### src/rtl/seg_pkg.sv
// Shared seven-segment definitions for the scan driver and the receive-side decoder.
package seg_pkg;

  localparam int unsigned SEG_W      = 7;
  localparam int unsigned SEL_W      = 4;
  localparam int unsigned BCD_W      = 4;
  localparam int unsigned NUM_DIGITS = 4;

  // Active-low abcdefg, bit 6 = a.
  localparam logic [SEG_W-1:0] SEG_CODE_0 = 7'b0000001;
  localparam logic [SEG_W-1:0] SEG_CODE_1 = 7'b1001111;
  localparam logic [SEG_W-1:0] SEG_CODE_2 = 7'b0010010;
  localparam logic [SEG_W-1:0] SEG_CODE_3 = 7'b0000110;
  localparam logic [SEG_W-1:0] SEG_CODE_4 = 7'b1001100;
  localparam logic [SEG_W-1:0] SEG_CODE_5 = 7'b0100100;
  localparam logic [SEG_W-1:0] SEG_CODE_6 = 7'b0100000;
  localparam logic [SEG_W-1:0] SEG_CODE_7 = 7'b0001111;
  localparam logic [SEG_W-1:0] SEG_CODE_8 = 7'b0000000;
  localparam logic [SEG_W-1:0] SEG_CODE_9 = 7'b0000100;

  localparam logic [SEL_W-1:0] SEL_DIGIT0 = 4'b0111;
  localparam logic [SEL_W-1:0] SEL_DIGIT1 = 4'b1011;
  localparam logic [SEL_W-1:0] SEL_DIGIT2 = 4'b1101;
  localparam logic [SEL_W-1:0] SEL_DIGIT3 = 4'b1110;
  localparam logic [SEL_W-1:0] SEL_BLANK  = 4'b1111;

  typedef struct packed {
    logic [SEL_W-1:0] sel;
    logic [SEG_W-1:0] seg;
  } scan_pair_t;

endpackage

### src/rtl/seg_pattern_to_bcd.sv
// Combinational lookup from an active-low segment pattern to its BCD digit.
module seg_pattern_to_bcd
  import seg_pkg::*;
(
  input  logic [SEG_W-1:0] pattern_i,
  output logic [BCD_W-1:0] bcd_c_o,
  output logic             valid_c_o
);

  always_comb begin
    bcd_c_o   = '0;
    valid_c_o = 1'b1;
    case (pattern_i)
      SEG_CODE_0: bcd_c_o = 4'd0;
      SEG_CODE_1: bcd_c_o = 4'd1;
      SEG_CODE_2: bcd_c_o = 4'd2;
      SEG_CODE_3: bcd_c_o = 4'd3;
      SEG_CODE_4: bcd_c_o = 4'd4;
      SEG_CODE_5: bcd_c_o = 4'd5;
      SEG_CODE_6: bcd_c_o = 4'd6;
      SEG_CODE_7: bcd_c_o = 4'd7;
      SEG_CODE_8: bcd_c_o = 4'd8;
      SEG_CODE_9: bcd_c_o = 4'd9;
      default:    valid_c_o = 1'b0;
    endcase
  end

endmodule

### src/rtl/seg_scan_decoder.sv
// Samples a multiplexed seven-segment bus, filters changeover glitches and
// reassembles one four-digit BCD frame per scan cycle.
module seg_scan_decoder
  import seg_pkg::*;
#(
  parameter int unsigned STABLE  = 4,
  parameter int unsigned TIMEOUT = 4096
) (
  input  logic                        clk,
  input  logic                        rst,
  input  logic [SEL_W-1:0]            select_in,
  input  logic [SEG_W-1:0]            seg_in,
  output logic [NUM_DIGITS*BCD_W-1:0] digits,
  output logic                        valid,
  output logic                        frame_done,
  output logic                        code_err,
  output logic                        sel_err,
  output logic                        stale
);

  localparam int unsigned DWELL_W = $clog2(STABLE + 1);
  localparam int unsigned IDLE_W  = $clog2(TIMEOUT + 1);

  typedef logic [NUM_DIGITS-1:0][BCD_W-1:0] digit_vec_t;

  scan_pair_t         sync1_q, sync2_q, prev_q;
  logic [DWELL_W-1:0] dwell_q, dwell_d;
  logic               taken_q, taken_d;
  logic               accept_c;

  logic [IDLE_W-1:0]     idle_q, idle_d;
  logic [NUM_DIGITS-1:0] mask_q, mask_d;
  digit_vec_t            staging_q, staging_d;
  digit_vec_t            digits_q, digits_d;
  logic                  valid_q, valid_d;
  logic                  frame_done_q, frame_done_d;
  logic                  code_err_q, code_err_d;
  logic                  sel_err_q, sel_err_d;
  logic                  stale_q, stale_d;

  logic [BCD_W-1:0] pat_bcd_c;
  logic             pat_ok_c;
  logic             sel_ok_c, sel_blank_c;
  logic [1:0]       pos_c;
  logic             complete_c, digit_ok_c;

  seg_pattern_to_bcd u_pattern (
    .pattern_i (sync2_q.seg),
    .bcd_c_o   (pat_bcd_c),
    .valid_c_o (pat_ok_c)
  );

  // Dwell filter: a pair is taken once, when its run first reaches STABLE.
  always_comb begin
    dwell_d  = dwell_q;
    taken_d  = taken_q;
    accept_c = 1'b0;
    if (sync2_q != prev_q) begin
      dwell_d = DWELL_W'(1);
      taken_d = 1'b0;
    end else if (dwell_q != DWELL_W'(STABLE)) begin
      dwell_d = dwell_q + DWELL_W'(1);
    end
    if ((dwell_d == DWELL_W'(STABLE)) && !taken_d) begin
      accept_c = 1'b1;
      taken_d  = 1'b1;
    end
  end

  always_comb begin
    sel_blank_c = (sync2_q.sel == SEL_BLANK);
    sel_ok_c    = 1'b1;
    pos_c       = 2'd0;
    case (sync2_q.sel)
      SEL_DIGIT0: pos_c = 2'd0;
      SEL_DIGIT1: pos_c = 2'd1;
      SEL_DIGIT2: pos_c = 2'd2;
      SEL_DIGIT3: pos_c = 2'd3;
      default:    sel_ok_c = 1'b0;
    endcase
  end

  // Frame assembly; completion takes priority over the idle timeout.
  always_comb begin
    mask_d       = mask_q;
    staging_d    = staging_q;
    idle_d       = idle_q;
    digits_d     = digits_q;
    valid_d      = valid_q;
    stale_d      = stale_q;
    frame_done_d = 1'b0;
    code_err_d   = 1'b0;
    sel_err_d    = 1'b0;
    digit_ok_c   = 1'b0;
    complete_c   = (mask_q == '1);

    if (complete_c) begin
      digits_d     = staging_q;
      frame_done_d = 1'b1;
      valid_d      = 1'b1;
      stale_d      = 1'b0;
      mask_d       = '0;
    end

    if (accept_c && !sel_blank_c) begin
      if (!sel_ok_c) begin
        sel_err_d = 1'b1;
      end else if (!pat_ok_c) begin
        code_err_d = 1'b1;
      end else begin
        staging_d[pos_c] = pat_bcd_c;
        mask_d[pos_c]    = 1'b1;
        digit_ok_c       = 1'b1;
      end
    end

    if (complete_c || digit_ok_c) begin
      idle_d = '0;
    end else if (idle_q != IDLE_W'(TIMEOUT)) begin
      idle_d = idle_q + IDLE_W'(1);
      if (idle_d == IDLE_W'(TIMEOUT)) begin
        stale_d = 1'b1;
        valid_d = 1'b0;
        mask_d  = '0;
      end
    end
  end

  always_ff @(posedge clk or negedge rst) begin
    if (!rst) begin
      sync1_q      <= '0;
      sync2_q      <= '0;
      prev_q       <= '0;
      dwell_q      <= '0;
      taken_q      <= 1'b1;
      idle_q       <= '0;
      mask_q       <= '0;
      staging_q    <= '0;
      digits_q     <= '0;
      valid_q      <= 1'b0;
      frame_done_q <= 1'b0;
      code_err_q   <= 1'b0;
      sel_err_q    <= 1'b0;
      stale_q      <= 1'b0;
    end else begin
      sync1_q      <= scan_pair_t'({select_in, seg_in});
      sync2_q      <= sync1_q;
      prev_q       <= sync2_q;
      dwell_q      <= dwell_d;
      taken_q      <= taken_d;
      idle_q       <= idle_d;
      mask_q       <= mask_d;
      staging_q    <= staging_d;
      digits_q     <= digits_d;
      valid_q      <= valid_d;
      frame_done_q <= frame_done_d;
      code_err_q   <= code_err_d;
      sel_err_q    <= sel_err_d;
      stale_q      <= stale_d;
    end
  end

  assign digits     = digits_q;
  assign valid      = valid_q;
  assign frame_done = frame_done_q;
  assign code_err   = code_err_q;
  assign sel_err    = sel_err_q;
  assign stale      = stale_q;

endmodule
### config.mk
export PLATFORM = sky130hd
export DESIGN_NAME = seg_scan_decoder
export DESIGN_NICKNAME = d
export VERILOG_FILES = /design/src/rtl/seg_pkg.sv /design/src/rtl/seg_pattern_to_bcd.sv /design/src/rtl/seg_scan_decoder.sv
export SDC_FILE = /design/constraint.sdc
export NUM_CORES = 1
export LEC_CHECK = 0
export BUFFER_PORTS_ARGS = -buffer_cell sky130_fd_sc_hd__buf_4
export CORE_MARGIN = 2
export CORE_UTILIZATION = 45
export CTS_BUF_LIST = sky130_fd_sc_hd__clkbuf_4
export CTS_CLUSTER_DIAMETER = 100
export DETAILED_ROUTE_END_ITERATION = 10
export SLEW_MARGIN = 20
export SYNTH_ARGS = -nofsm -noshare
export SYNTH_HDL_FRONTEND = slang
export SYNTH_SLANG_ARGS = --single-unit
export TNS_END_PERCENT = 10
### constraint.sdc
create_clock -name clk -period 3.56 [get_ports clk]
set_input_delay 0.356 -clock clk [delete_from_list [all_inputs] [get_ports clk]]
set_output_delay 0.356 -clock clk [all_outputs]
set_load 0.1 [all_outputs]
==> metrics.cfg, run 1 <==
[layout]
drive_gt1_frac=0.166
synthToLayoutAreaGrowth_pct=14.6
nets=399
diodes=0
n_fill_cell=750
final_util=0.536
instances_no_fill=491

[clock_tree]
clock_path_buffers=2
clock_sinks=91
root_buffer=clkbuf_4
tritoncts=done
clock_latency_ps=430
htree_levels=3
cts.clk_slew.worst_paths_ps=140
cts_buffers=9

[synth]
synth_seq_cells=91
syn_area_per_cell_um2=11.4
synth_warnings=0
synth_cell_type_count=53
ys_seq_area_frac=0.590
synth-main-ff-cell=dfrtp_1
syn_area_mm2=0.00386
synth-async-reset-ratio=1.00
synth_commonest_cells=dfrtp_1, nand2_1, nor2_1
syn-num-nets=357
synth_top_area_frac=0.583
synth_edf_count=0
yosysMostFrequentCell=dfrtp_1
syn_inst=339
synth_top_cells_by_area=dfrtp_1, xnor2_1, nand2_1, nor2_1, mux2i_1
synth_top_cell_by_area=dfrtp_1

[timing]
hold_viol=56
worst_pin_slew_ps=786
max_slew_margin=0.476
maxSlewViolCount=0
setup_viol=0
grt_setup_unrepaired=false
layout_min_cycle_time_ps=2520
setup-tns-final_ps=0
skew_ps=15.0
clock.fmax_ghz=0.396
timing.hold.ws_ps=-32.2
min_period_over_period=0.708

[critical_path]
cp.arrival_ps=2850
reg2reg_depth=8
path_class=reg2reg
crit_path_start=dwell_q[0]
crit_fanout=5
timing.rr.end=staging_q[7]
startpoint_type=flop
reg2reg_from=dwell_q[0]
required_ps=3890
r2r_slack_ps=1040
end_kind=flop

[outcome]
failed_checks=negative hold slack
outcome=finished, violations left

[global_route]
antenna_found_initial=0
grtUsageMet3=0.0296
grt_util_met1=0.211
grt_overflow=0
grt_pass1_vias=2264
grtUsageMet2=0.212
grt_usage=0.145
grt_max_degree=92
grt_pass1_wl_mm=11.1
busiest_layer=met2

[floorplanning]
num_rows=33
core_area_mm2=0.00826
die_area_mm2=0.00933
die_y_um=96.6
initial_core_util=0.467
die_x_um=96.6
io_pins=34

[power]
peakVddDrop_mv=0.234
leakagePower_nw=2.12
total_power_mw=1.66
power.density_mw_per_mm2=376

[hold_path]
hold_class=in2async

[detailed_routing]
remaining_drc_errors=0
wl_mm=6.40
via_per_inst=4.96
drtIter0Drc=74
dr.pass1.iters=4
detail_route.wl_per_cell_um=13.0
antenna_left=0
via_count=2436

[place]
dpl.hpwl_mm=4.33
routabilityCongestion=0.811
port_buffers=33
placedCellCount=464

[run]
cap_violations=0

-- flip-flops by register name (all words and copies together), names as in the netlist --
name,cells
frame_done,1
taken_q,1
sync2_q,11
idle_q,13
valid,1
prev_q,11
digits,16
staging_q,16
sync1_q,11
sel_err,1
code_err,1
dwell_q,3
mask_q,4
stale,1
-- timing repair --
action | CTS | global route
hold buffers | 7 | 4
buffers inserted | 0 | 0
endpoints found under the hold margin | 7 | 4
resized for setup | 0 | 0
-- worst max-delay path: stages (launching register included) --
cell and delay (ps):
dfrtp_1 470, inv_1 70, ha_1 230, or3b_1 380, a311oi_2 320, and2b_1 210
o211a_4 240, nand4_4 170, mux2_4 350
-- per-layer routing --
| layer | vias up | wire length [µm] |
|---|---|---|
| li1 | 1221 | - |
| met1 | 1160 | 3240 |
| met2 | 46 | 2860 |
| met3 | 9 | 202 |
| met4 | 0 | 100 |
| met5 | - | 0 |
-- through the flow --
step	hold slack [ps]	setup slack (ps)	instance area (µm²)
floorplan	60.4	1240	3860
global placement	331	1100	4180
detailed placement	335	1080	4180
CTS	0.823	1030	4380
global route	25.5	854	4420
finish	-32.2	1040	4420
-- worst max path at each step --
| stage | slack [ps] | to |
|---|---|---|
| floorplan | 1240 | staging_q[2] |
| detailed placement | 1080 | idle_q[6] |
| global placement | 1100 | staging_q[6] |
| finish | 1040 | staging_q[7] |
| global route | 850 | idle_q[8] |
| CTS | 1030 | staging_q[7] |
-- layout by cell type, fill, tap and decap left out, types with 2 or more instances in the layout --
cell type | netlist | routed
mux2i_1 | 9 | 9
and3b_1 | 2 | 2
o21a_1 | 2 | 2
o211a_1 | 2 | 2
buf_4 | 1 | 33
nand3_1 | 11 | 11
inv_1 | 15 | 15
xnor2_1 | 21 | 21
ha_1 | 5 | 5
inv_6 | 0 | 4
and3_1 | 2 | 2
nand2b_1 | 3 | 3
nand2_1 | 45 | 45
and2_1 | 2 | 2
dlygate4sd3_1 | 0 | 11
dfrtp_1 | 90 | 90
a21oi_1 | 12 | 12
nor4_1 | 4 | 4
o21ai_1 | 2 | 2
o21ai_0 | 12 | 12
nor2b_1 | 5 | 5
clkbuf_4 | 0 | 9
xor2_1 | 7 | 7
clkinv_1 | 1 | 2
nor2_1 | 25 | 25
nor3_1 | 6 | 6
mux2_4 | 4 | 4
nand4_4 | 2 | 2
mux2_1 | 4 | 4
nand3b_1 | 3 | 3
or3_1 | 2 | 2
nand4_1 | 6 | 6
-- power by group --
group / internal (mW) / leakage [nW] / switching [mW]
sequential: 1.05 / 1.17 / 0.0213
combinational: 0.0339 / 0.881 / 0.0350
clock: 0.156 / 0.0673 / 0.364
total: 1.24 / 2.12 / 0.420
-- layout make-up --
cell class | instances | area [µm²] | area share
Tap cell | 105 | 131 | 0.0297
Inverter | 16 | 60.1 | 0.0136
Clock inverter | 7 | 57.6 | 0.0130
Clock buffer | 9 | 67.6 | 0.0153
Timing Repair Buffer | 45 | 369 | 0.0835
Multi-Input combinational cell | 218 | 1460 | 0.330
Sequential cell | 91 | 2280 | 0.515
-- logic make-up (layout without fill, tap and decap cells) --
family	after synthesis	count (layout)	share of synthesized area
xor+xnor	28	28	0.0635
compound gates	40	40	0.0700
simple gates	128	128	0.178
fa+ha+maj	5	5	0.0162
buf+inv	30	77	0.0318
flops	91	91	0.590
mux	17	17	0.0506
No activity file was read; power rests on OpenSTA's default activity.
==> run 2, diff against run 1 <==
Settings changed: PLACE_DENSITY set to 0.65.
Clock period 3.56 ns to 2.2 ns, I/O delays scaled along.
==> run 2 against run 1 <==
Against the previous run:
- the run ends with negative setup slack left
- sequential share of layout area fell by 3.3 points
- core utilization rose by 3.6 points
- power rose by 74%
- maximum frequency rose by 15%
- clock power rose by 96%
- clock skew rose by 8.4 ps
- sequential power rose by 62%
- die area did not move
- non-clock buffer count rose by 29
==> metrics.cfg, run 2 (synthesis gave the netlist of run 1 again) <==
[outcome]
outcome=finished, violations left
failed_checks=negative setup slack

[clock_tree]
cts.clk_slew.worst_paths_ps=140  ; about the same
tritoncts=done
clock_latency_ps=440  ; about the same
cts_buffers=9  ; unchanged
root_buffer=clkbuf_4
clock_sinks=91  ; unchanged
htree_levels=3  ; unchanged
clock_path_buffers=2  ; unchanged

[floorplanning]
io_pins=34  ; unchanged
die_area_mm2=0.00933  ; unchanged
core_area_mm2=0.00826  ; unchanged
initial_core_util=0.467  ; unchanged
die_y_um=96.6  ; unchanged
die_x_um=96.6  ; unchanged
num_rows=33  ; unchanged

[layout]
synthToLayoutAreaGrowth_pct=22.4
nets=428  ; +7.3%
diodes=0  ; unchanged
final_common_cell=dfrtp_1
drive_gt1_frac=0.234  ; +0.0685
final_cell_mix=dfrtp_1, buf_4, nand2_1
fin_area_mm2=0.00472  ; +6.8%
n_fill_cell=701  ; -6.5%

[power]
power.density_mw_per_mm2=612  ; +63%
peakVddDrop_mv=0.358  ; +53%
leakagePower_nw=2.28  ; +7.7%
total_power_mw=2.89  ; +74%

[detailed_routing]
drtIter0Drc=117  ; +58%
via_per_inst=4.99  ; +0.51%
dr.pass1.iters=4  ; unchanged
wl_mm=6.97  ; +9.0%
via_count=2588  ; +6.2%
remaining_drc_errors=0  ; unchanged
detail_route.wl_per_cell_um=13.4  ; +3.2%
antenna_left=0  ; unchanged

[critical_path]
timing.critical_path.cells=ha_2 -> or3b_1 -> a311oi_2 -> and2b_2 -> o211a_4 -> nand4_4 -> mux2_4
crit_fanout=4  ; -1
crit_path_start=dwell_q[1]
reg2reg_depth=7  ; -1
path_class=reg2reg
startpoint_type=flop
end_kind=flop
crit_path_top_delay_cell=dfrtp_1
timing.rr.end=staging_q[2]
cp.arrival_ps=2530  ; -320 ps
reg2reg_from=dwell_q[1]
cp-endpoint=staging_q[2]
r2r_slack_ps=-2  ; -1040 ps
cp_slowest_stage_delay_ps=420  ; -50 ps
required_ps=2530  ; -1360 ps

[timing]
worst_slack_ps=-1.53  ; -1040 ps
maxSlewViolCount=0  ; unchanged
clock.fmax_ghz=0.454  ; +15%
skew_ps=23.4  ; +8.39 ps
min_period_over_period=1.00  ; +0.292
hold_viol=0  ; -100%
layout_min_cycle_time_ps=2200  ; -321 ps
worst_pin_slew_ps=681  ; -105 ps
setup_viol=1  ; +1
grt_setup_unrepaired=true
max_slew_margin=0.541  ; +0.0651

[global_route]
grt_max_degree=48  ; -48%
antenna_found_initial=0  ; unchanged
grt_pass1_wl_mm=12.2  ; +10%
grt_overflow=0  ; unchanged
grt_usage=0.161  ; +0.0156
grt_pass1_vias=2616  ; +16%

[place]
port_buffers=33  ; unchanged
placed_area_mm2=0.00442  ; +5.7%
routabilityCongestion=0.809  ; -0.32%
dpl.hpwl_mm=4.90  ; +13%

[run]
cap_violations=0  ; unchanged

[hold_path]
hold_class=in2async

-- run 2: power by group --
group	internal, mW	switching (mW)	leakage (nW)	total [mW]
sequential	1.70	0.0223	1.17	1.73
combinational	0.0687	0.0733	1.03	0.142
clock	0.459	0.564	0.0805	1.02
total	2.23	0.660	2.28	2.89
-- run 2: layer usage --
layer  vias to the layer above  share of wire  track usage
li1                       1278              -            -
met1                      1247           0.48        0.216
met2                        49           0.47        0.250
met3                        14          0.030       0.0318
met4                         0          0.023       0.0802
met5                         -              0            0
-- run 2: worst min-delay path by stage --
stage / start / to / slack [ps]
global route: rst / valid / 330
CTS: rst / valid / 320
finish: rst / frame_done / 310
global placement: rst / code_err / 270
floorplan: rst / code_err / -80
detailed placement: rst / digits[6] / 270
-- run 2: area by class of cell --
cell class / instances / area [µm²] / share of cell area
Sequential cell: 91 / 2280 / 0.482
Timing Repair Buffer: 74 / 618 / 0.131
Inverter: 16 / 60.1 / 0.0127
Tap cell: 105 / 131 / 0.0278
Clock inverter: 6 / 88.8 / 0.0188
Clock buffer: 9 / 67.6 / 0.0143
Multi-Input combinational cell: 218 / 1480 / 0.313
-- run 2: worst max-delay path, delay by kind of cell, from the launching register on --
kind	cells	cell delay, ps
flip-flops	1	420
AND/OR/NAND/NOR	3	710
multiplexers	1	310
adder cells (fa/ha/maj)	1	190
AO/OA/AOI/OAI	2	450
-- run 2: repair_timing --
item | 4_1_cts | 5_1_grt
setup endpoints to repair | 32 | 35
hold buffers | 12 | 0
gates resized for setup | 1 | 5
pin swaps | 2 | 3
buffers inserted | 0 | 0
hold endpoints to repair | 55 | 0
-- run 2: stage by stage --
| stage | setup TNS [ps] | hold WS, ps | worst slack, ps | util | instances |
|---|---|---|---|---|---|
| finish | -1.53 | 312 | -1.53 | 0.572 | 519 |
| global route | -3200 | 332 | -144 | 0.572 | 519 |
| CTS | -61.2 | 316 | -15.6 | 0.570 | 519 |
| detailed placement | -497 | 270 | -50.1 | 0.536 | 492 |
| global placement | -127 | 269 | -18.4 | 0.536 | 492 |
| floorplan | -603 | -75.6 | -87.2 | - | 339 |
